**config.mk**
```make
export PLATFORM = sky130hd
export DESIGN_NAME = vectorops_top
export DESIGN_NICKNAME = d
export VERILOG_FILES = /design/src/rtl/vectorops_pkg.sv /design/src/rtl/fifo.sv /design/src/rtl/vectorops_core.sv /design/src/rtl/vectorops_top.sv
export SDC_FILE = /design/constraint.sdc
export NUM_CORES = 2
export LEC_CHECK = 0
export CORE_ASPECT_RATIO = 0.75
export CORE_UTILIZATION = 50
export CTS_CLUSTER_SIZE = 16
export DETAILED_ROUTE_END_ITERATION = 8
export GPL_ROUTABILITY_DRIVEN = 0
export GPL_TIMING_DRIVEN = 0
export PLACE_DENSITY = 0.73
export SLEW_MARGIN = 25
export SYNTH_ARGS = -nofsm -noshare
export SYNTH_HDL_FRONTEND = slang
export SYNTH_SLANG_ARGS = --single-unit
```
**constraint.sdc**
```tcl
create_clock -name clock -period 18.95 [get_ports clock]
set_input_delay 2.8425 -clock clock [delete_from_list [all_inputs] [get_ports clock]]
set_output_delay 2.8425 -clock clock [all_outputs]
set_load 0.1 [all_outputs]
```
**src/rtl/vectorops_pkg.sv**
```systemverilog
// Shared types and saturation helpers for the N-channel vector engine.
package vectorops_pkg;

  typedef enum logic [1:0] {
    MODE_SUM = 2'b00,
    MODE_SUB = 2'b01,
    MODE_MAX = 2'b10
  } mode_t;

  typedef enum logic [0:0] {
    S_EMPTY = 1'b0,
    S_FULL  = 1'b1
  } state_t;

  function automatic longint sat_max(input int unsigned width);
    return (longint'(1) << (width - 1)) - longint'(1);
  endfunction

  function automatic longint sat_min(input int unsigned width);
    return -(longint'(1) << (width - 1));
  endfunction

endpackage

```
**src/rtl/fifo.sv**
```systemverilog
// Show-ahead synchronous FIFO; dout reads as zero while empty.
module fifo #(
  parameter int unsigned WIDTH = 32,
  parameter int unsigned DEPTH = 32
) (
  input  logic             clock,
  input  logic             reset,
  input  logic             wr_en,
  input  logic [WIDTH-1:0] din,
  output logic             full,
  input  logic             rd_en,
  output logic [WIDTH-1:0] dout,
  output logic             empty
);

  localparam int unsigned AddrWidth = $clog2(DEPTH);

  logic [WIDTH-1:0]   mem [DEPTH];
  logic [AddrWidth:0] wr_ptr_q, rd_ptr_q;
  logic               do_write, do_read;

  // Extra pointer bit distinguishes full from empty when the low bits match.
  always_comb begin
    empty    = (wr_ptr_q == rd_ptr_q);
    full     = (wr_ptr_q[AddrWidth] != rd_ptr_q[AddrWidth]) &&
               (wr_ptr_q[AddrWidth-1:0] == rd_ptr_q[AddrWidth-1:0]);
    do_write = wr_en && !full;
    do_read  = rd_en && !empty;
    dout     = empty ? '0 : mem[rd_ptr_q[AddrWidth-1:0]];
  end

  always_ff @(posedge clock) begin
    if (do_write) begin
      mem[wr_ptr_q[AddrWidth-1:0]] <= din;
    end
  end

  always_ff @(posedge clock) begin
    if (reset) begin
      wr_ptr_q <= '0;
      rd_ptr_q <= '0;
    end else begin
      if (do_write) wr_ptr_q <= wr_ptr_q + 1'b1;
      if (do_read)  rd_ptr_q <= rd_ptr_q + 1'b1;
    end
  end

endmodule

```
**src/rtl/vectorops_core.sv**
```systemverilog
// Fire logic, wide reduction, narrowing, result register and result counter.
// Build option: VECTOROPS_SAT_EN clamps out-of-range results instead of wrapping.
module vectorops_core
  import vectorops_pkg::*;
#(
  parameter int unsigned DATA_WIDTH  = 32,
  parameter int unsigned NUM_IN      = 3,
  parameter int unsigned COUNT_WIDTH = 32
) (
  input  logic                         clock,
  input  logic                         reset,
  input  logic [NUM_IN-1:0]            in_empty,
  input  logic [NUM_IN*DATA_WIDTH-1:0] in_data,
  output logic [NUM_IN-1:0]            in_rd_en,
  input  logic [1:0]                   mode,
  input  logic                         out_full,
  output logic                         out_wr_en,
  output logic [DATA_WIDTH-1:0]        out_data,
  output logic [COUNT_WIDTH-1:0]       result_count
);

  localparam int unsigned WideWidth = DATA_WIDTH + $clog2(NUM_IN) + 1;

  state_t                       state_q, state_d;
  logic                         res_valid, fire;
  logic [DATA_WIDTH-1:0]        res_q, narrowed;
  logic [COUNT_WIDTH-1:0]       count_q;
  logic signed [WideWidth-1:0]  acc_sum, acc_sub, acc_max, opnd, wide;

  function automatic logic signed [WideWidth-1:0] sext(input logic [DATA_WIDTH-1:0] w);
    return {{(WideWidth - DATA_WIDTH){w[DATA_WIDTH-1]}}, w};
  endfunction

  always_comb begin
    opnd    = '0;
    acc_sum = sext(in_data[DATA_WIDTH-1:0]);
    acc_sub = acc_sum;
    acc_max = acc_sum;
    for (int k = 1; k < int'(NUM_IN); k++) begin
      opnd    = sext(in_data[k*DATA_WIDTH +: DATA_WIDTH]);
      acc_sum = acc_sum + opnd;
      acc_sub = acc_sub - opnd;
      if (opnd > acc_max) acc_max = opnd;
    end
    case (mode_t'(mode))
      MODE_SUB: wide = acc_sub;
      MODE_MAX: wide = acc_max;
      default:  wide = acc_sum;
    endcase
  end

`ifdef VECTOROPS_SAT_EN
  localparam logic signed [WideWidth-1:0] SatHi = WideWidth'(sat_max(DATA_WIDTH));
  localparam logic signed [WideWidth-1:0] SatLo = WideWidth'(sat_min(DATA_WIDTH));

  // Max of in-range operands is always in range, so clamping it is a no-op.
  always_comb begin
    if (wide > SatHi) begin
      narrowed = SatHi[DATA_WIDTH-1:0];
    end else if (wide < SatLo) begin
      narrowed = SatLo[DATA_WIDTH-1:0];
    end else begin
      narrowed = wide[DATA_WIDTH-1:0];
    end
  end
`else
  logic unused_wide_hi;
  assign unused_wide_hi = ^wide[WideWidth-1:DATA_WIDTH];

  always_comb begin
    narrowed = wide[DATA_WIDTH-1:0];
  end
`endif

  always_ff @(posedge clock) begin
    if (reset) begin
      state_q <= S_EMPTY;
    end else begin
      state_q <= state_d;
    end
  end

  always_comb begin
    state_d = state_q;
    case (state_q)
      S_EMPTY: if (fire) state_d = S_FULL;
      S_FULL:  if (out_wr_en && !fire) state_d = S_EMPTY;
      default: state_d = S_EMPTY;
    endcase
  end

  // All channels pop together so pairing stays strictly by arrival order.
  always_comb begin
    res_valid = (state_q == S_FULL);
    out_wr_en = res_valid && !out_full;
    fire      = (&(~in_empty)) && (!res_valid || !out_full);
    in_rd_en  = {NUM_IN{fire}};
  end

  always_ff @(posedge clock) begin
    if (reset) begin
      res_q   <= '0;
      count_q <= '0;
    end else begin
      if (fire)      res_q   <= narrowed;
      if (out_wr_en) count_q <= count_q + 1'b1;
    end
  end

  assign out_data     = res_q;
  assign result_count = count_q;

endmodule

```
**src/rtl/vectorops_top.sv**
```systemverilog
// N-channel element-wise vector engine: NUM_IN input FIFOs, core, output FIFO.
// Build option: VECTOROPS_SAT_EN (see vectorops_core).
module vectorops_top
  import vectorops_pkg::*;
#(
  parameter int unsigned DATA_WIDTH       = 32,
  parameter int unsigned FIFO_BUFFER_SIZE = 32,
  parameter int unsigned NUM_IN           = 3,
  parameter int unsigned COUNT_WIDTH      = 32
) (
  input  logic                         clock,
  input  logic                         reset,
  input  logic [NUM_IN-1:0]            in_wr_en,
  input  logic [NUM_IN*DATA_WIDTH-1:0] in_din,
  output logic [NUM_IN-1:0]            in_full,
  input  logic [1:0]                   mode,
  input  logic                         out_rd_en,
  output logic                         out_empty,
  output logic [DATA_WIDTH-1:0]        out_dout,
  output logic [COUNT_WIDTH-1:0]       result_count
);

  logic [NUM_IN-1:0]            in_empty, in_rd_en;
  logic [NUM_IN*DATA_WIDTH-1:0] in_head;
  logic                         out_full, out_wr_en;
  logic [DATA_WIDTH-1:0]        out_data;

  for (genvar k = 0; k < NUM_IN; k++) begin : g_in_fifo
    fifo #(
      .WIDTH (DATA_WIDTH),
      .DEPTH (FIFO_BUFFER_SIZE)
    ) u_in_fifo (
      .clock (clock),
      .reset (reset),
      .wr_en (in_wr_en[k]),
      .din   (in_din[k*DATA_WIDTH +: DATA_WIDTH]),
      .full  (in_full[k]),
      .rd_en (in_rd_en[k]),
      .dout  (in_head[k*DATA_WIDTH +: DATA_WIDTH]),
      .empty (in_empty[k])
    );
  end

  vectorops_core #(
    .DATA_WIDTH  (DATA_WIDTH),
    .NUM_IN      (NUM_IN),
    .COUNT_WIDTH (COUNT_WIDTH)
  ) u_core (
    .clock        (clock),
    .reset        (reset),
    .in_empty     (in_empty),
    .in_data      (in_head),
    .in_rd_en     (in_rd_en),
    .mode         (mode),
    .out_full     (out_full),
    .out_wr_en    (out_wr_en),
    .out_data     (out_data),
    .result_count (result_count)
  );

  fifo #(
    .WIDTH (DATA_WIDTH),
    .DEPTH (FIFO_BUFFER_SIZE)
  ) u_out_fifo (
    .clock (clock),
    .reset (reset),
    .wr_en (out_wr_en),
    .din   (out_data),
    .full  (out_full),
    .rd_en (out_rd_en),
    .dout  (out_dout),
    .empty (out_empty)
  );

endmodule

```
Word level (Yosys, flattened, before mapping)
Memories as Yosys holds them, arrays and structs flattened. A register that Yosys moved wholly into a read port is not among the register bits.
Cells that the tools add are included.

word-level totals
  memories kept = 4
  output and inout bits = 68
  bits in writable memories = 4096
  bits in registers = 113

memory list
  memory                      depth  width  rd ports  clocked after memory_dff  write ports  line        RTL
  g_in_fifo[0].u_in_fifo.mem  32     32     1         1                         1            fifo.sv:18  logic [WIDTH-1:0] mem [DEPTH];
  g_in_fifo[1].u_in_fifo.mem  32     32     1         1                         1            fifo.sv:18
  g_in_fifo[2].u_in_fifo.mem  32     32     1         1                         1            fifo.sv:18
  u_out_fifo.mem              32     32     1         1                         1            fifo.sv:18

cells by class
  add/subtract/negate cells = 13
  mux-type cells = 26
  reduce and logical (&&, ||, !) cells = 27
  equal/unequal tests = 14
  $lt $le $gt $ge = 2
  bitwise logic cells = 2

operator list
  kind                     number
  $mux W32                 5
  $add A32 B32 Y32         2
  $pmux W32 S2             1
  $sub A32 B32 Y32         2
  $add A6 B1 Y6 const B    8
  $mux W5                  8
  $gt A32 B35 Y1           1
  $mux W35                 1
  $add A32 B1 Y32 const B  1
  $gt A32 B32 Y1           1
  $eq A6 B6 Y1             4
  $eq A5 B5 Y1             4
  $logic_and A1 B1 Y1      15
  $logic_not A1 Y1         10
  $mux W1                  10
  $ne A1 B1 Y1             4
  $not A3 Y3               1
  $reduce_and A3 Y1        1
  $eq A2 B1 Y1 const B     1
  $eq A2 B2 Y1 const B     1
  $pmux W1 S2              1
  $logic_or A1 B1 Y1       1
  $not A1 Y1               1

Longest topological paths before layout
  depth after elaboration = 9
  depth in mapped cells = 35
  mapped depth without buffers = 26

Hierarchy
A second synthesis with hierarchy kept.

second synthesis, totals
  cell total of the unflattened synthesis = 8202
  area total of the unflattened synthesis = 168102.5 um^2

by module, submodules not included
  module          cells an instance  times used  area each (um^2)  seq. area each (um^2)
  fifo            1736               4           39540.4           31089.8
  vectorops_core  1258               1           9940.8            1301.2

Least setup slack after synthesis
OpenSTA, ideal clock, no wires.

  kind = reg-to-reg
  start point = register (tool-made name)
  end point = register u_core.res_q[8] (netlist: u_core.out_data[8])
  setup time = 0.127 ns
  period minus slack after synthesis = 7.274 ns
  path slack = 11.676 ns
  path buffers = 9
  cell stages (with the launch flop) = 31
  arrival time = 7.147 ns
  path through = dfxtp_1 -> buf_2 -> buf_4 -> buf_2 -> buf_2 -> mux4_2 -> mux4_2 -> mux2i_1 -> nor2_1 -> ha_1 -> or4b_1 -> a221o_1 -> a311oi_1 -> a211oi_1 -> o21ai_0 -> mux2_2 -> buf_4 -> buf_4 -> buf_6 -> mux2i_1 -> ha_1 -> nand4_1 -> nor4_1 -> o31ai_1 -> nor3b_1 -> nor2_1 -> clkbuf_1 -> clkbuf_1 -> o21ai_0 -> a221oi_1 -> o21ai_0

RTL lines
  item                  line                   RTL
  to (signal assigned)  vectorops_core.sv:105  if (fire) res_q <= narrowed;
  to (decl)             vectorops_core.sv:26   logic [DATA_WIDTH-1:0] res_q, narrowed;

==> impl_metrics.tcl <==
set metrics [dict create \
    post-route-util_pct 58.41 \
    powerDensity_nw_per_um2 106.8 \
    ant_nets 0 \
    regToRegEndpoint "u_core.out_data[22]" \
    finalCriticalPeriod_ps 12090 \
    tightest_slew_ps 1181 \
    start_util_pct 50.38 \
    vias 88174 \
    final.setup.tns_ps 0 \
    skew_ps 88.03 \
    drtIter0Drc 15263 \
    synth_top_area_share_pct 72.74 \
    async_flop_share_pct 0 \
    clock.fmax_mhz 82.68 \
    synth.largest_area_cell "edfxtp_1" \
    clk_pin_slew_ps 60 \
    die_area_um2 340500 \
    die_y_um 505.6 \
    period_share_pct 63.82 \
    top_level_ports 172 \
    vdd_drop_max_uv 112.3 \
    dr.max_layer_used "met5" \
    worstSetupPathType "register to register" \
    root_buffer "clkbuf_16" \
    stdcell_area_um2 196100 \
    r2r_slack_ps 6860 \
    cp.required_ps 19730 \
    grt-ovfl-total 0 \
    crit_top_cell "clkbuf_1" \
    rsz0062_at_grt "no" \
    yosys_most_used_dff "edfxtp_1" \
    hp-class "register to register" \
    wl_met2_mm 216.8 \
    synth_area_um2 169100 \
    cts_buffers 391 \
    grt_pass1_vias 87769 \
    status "completed" \
    final_layout_size_suffix_gt1_share_pct 27.69 \
    final_cells 13431 \
    clk_latency_ps 960 \
    synth_seq_cells 4229 \
    finalHoldViolCount 0 \
    finalSetupViolations 0 \
    synthCells 7815 \
    drc_errors 0 \
    grt_pass1_wl_mm 653.8 \
    fp.dieW_um 673.5 \
    slew_viol_final 0 \
    wl_per_cell_um 34.66 \
    rr_worst_depth 30 \
    htree_levels 5 \
    yosysSeqAreaShare_pct 74.31 \
    arrival_ps 12870 \
    timing.final.ws_setup_ps 6855 \
    dp_slack_ps 7407 \
    grt_max_degree 35 \
    synth.area.top_cells "edfxtp_1 (73%), mux4_2 (17%), dfxtp_1 (1.6%)" \
    hold_ws_ps 506.6 \
    layout.nets 8967 \
    cap_violations 0 \
    rows 184 \
    synth_enable_flop_cells 4096 \
    cts_resized 0 \
    end_kind "register" \
    power.total_mw 20.94 \
    wl_met3_mm 59.00 \
    place_inst 12697 \
    start_kind "register" \
    avgSynthCellArea_um2 21.64 \
    grt_antenna_before_repair 54 \
    route.layer.met1.wl_mm 169.8 \
    clockBufferDepth 4 \
    hp-start "u_core.result_count[31]" \
    p_leak_nw 60.72 \
    endpoint "u_core.out_data[22]" \
    syn-num-nets 8156 \
    io_buffer_count 171 \
    drt-vias-per-instance 6.565 \
    totalWireLength_mm 465.6 \
    cts_tree "yes" \
    synth_cell_types 75 \
    yosysWarningCount 0 \
    hpwlAfterDp_mm 302.9 \
    grt.total_usage_pct 27.10 \
    postCtsSetupBuffers 0 \
    cp_max_fo 10 \
    area_delta_synth_final_pct 15.94 \
    slew_headroom_pct 21.27 \
    cts_hold_buf 0 \
    first_pass_iters 7 \
    critical_path.slowest_cell "nor4_1" \
    dpl_cell_area_um2 183500 \
    core_region_area_um2 335700 \
    clkSinkCount 4229 \
    max_stage_delay_ps 820 \
]
==> critical path, delay by kind of cell, from the launching register on <==
kind | cells | cell delay [ps]
buf+inv | 9 | 3910
simple gates | 7 | 2710
mux | 5 | 2250
compound gates | 7 | 1930
fa+ha+maj | 2 | 780
flops | 1 | 300
==> sequential cells by signal (all words and copies together) (netlist names), named ones only <==
signal	cells
g_in_fifo.u_in_fifo.mem	3072
g_in_fifo.u_in_fifo.rd_ptr_q	18
g_in_fifo.u_in_fifo.wr_ptr_q	18
u_core.out_data	32
u_core.res_valid	1
u_core.result_count	32
u_out_fifo.mem	1024
u_out_fifo.rd_ptr_q	6
u_out_fifo.wr_ptr_q	6
==> where the power goes <==
group          switching (mW)  total, mW  internal, mW
Clock                    3.46       7.80          4.33
Combinational            1.72       2.74          1.02
Sequential             0.0797       10.4          10.3
==> worst min path at each step <==
stage               cells past startpoint                      end  slack (ps)
floorplan                               2   u_out_fifo.rd_ptr_q[5]         470
global placement                        2  u_core.result_count[31]         480
detailed placement                      2  u_core.result_count[22]         490
CTS                                     2  u_core.result_count[31]         500
global route                            2  u_core.result_count[31]         540
finish                                  2  u_core.result_count[31]         510
==> per-layer routing <==
layer,vias to the layer above,GRT usage [%]
met5,-,0
met4,32,10.07
met3,1175,6.493
met2,6618,42.02
met1,46172,37.78
li1,34177,-
==> cells in the mapped netlist, types with 75 or more instances <==
| cell | count |
|---|---|
| edfxtp_1 | 4096 |
| o21ai_0 | 80 |
| nor2_1 | 356 |
| mux2i_1 | 144 |
| inv_1 | 169 |
| xor2_1 | 75 |
| dfxtp_1 | 133 |
| mux4_2 | 1261 |
| clkbuf_1 | 215 |
| buf_2 | 100 |
| a21oi_1 | 131 |
| nand2_1 | 207 |
| ha_1 | 176 |
==> final cells by class <==
cell class	count	area, µm²
Fill cell	22855	139600
Sequential cell	4229	125700
Multi-Input combinational cell	3019	42090
Clock buffer	493	10470
Timing Repair Buffer	418	7706
Tap cell	4464	5585
Clock inverter	218	2042
Buffer	396	1759
Inverter	171	646.9
Antenna cell	23	57.56
==> logic make-up (layout without fill, tap and decap cells) <==
family          after synthesis  in the layout  share of synthesized area, %
other cells                   0             23                             0
compound gates              404            404                         1.552
simple gates                809            809                         2.167
mux                        1431           1431                         17.84
xor+xnor                    138            138                        0.7148
flops                      4229           4229                         74.31
buf+inv                     567           1696                         1.390
fa+ha+maj                   237            237                         2.024
==> placed cells by master, fill, tap and decap left out, types with 136 or more instances in the layout <==
master	synthesis	routed
mux4_2	1261	1261
nor2_1	356	230
edfxtp_1	4096	4096
ha_1	176	176
clkdlybuf4s50_1	0	148
clkbuf_16	0	398
nand2_1	207	207
inv_1	169	166
mux2i_1	144	144
buf_16	0	164
clkbuf_1	215	276
buf_2	100	136
Power figures use the tool's default switching activity.
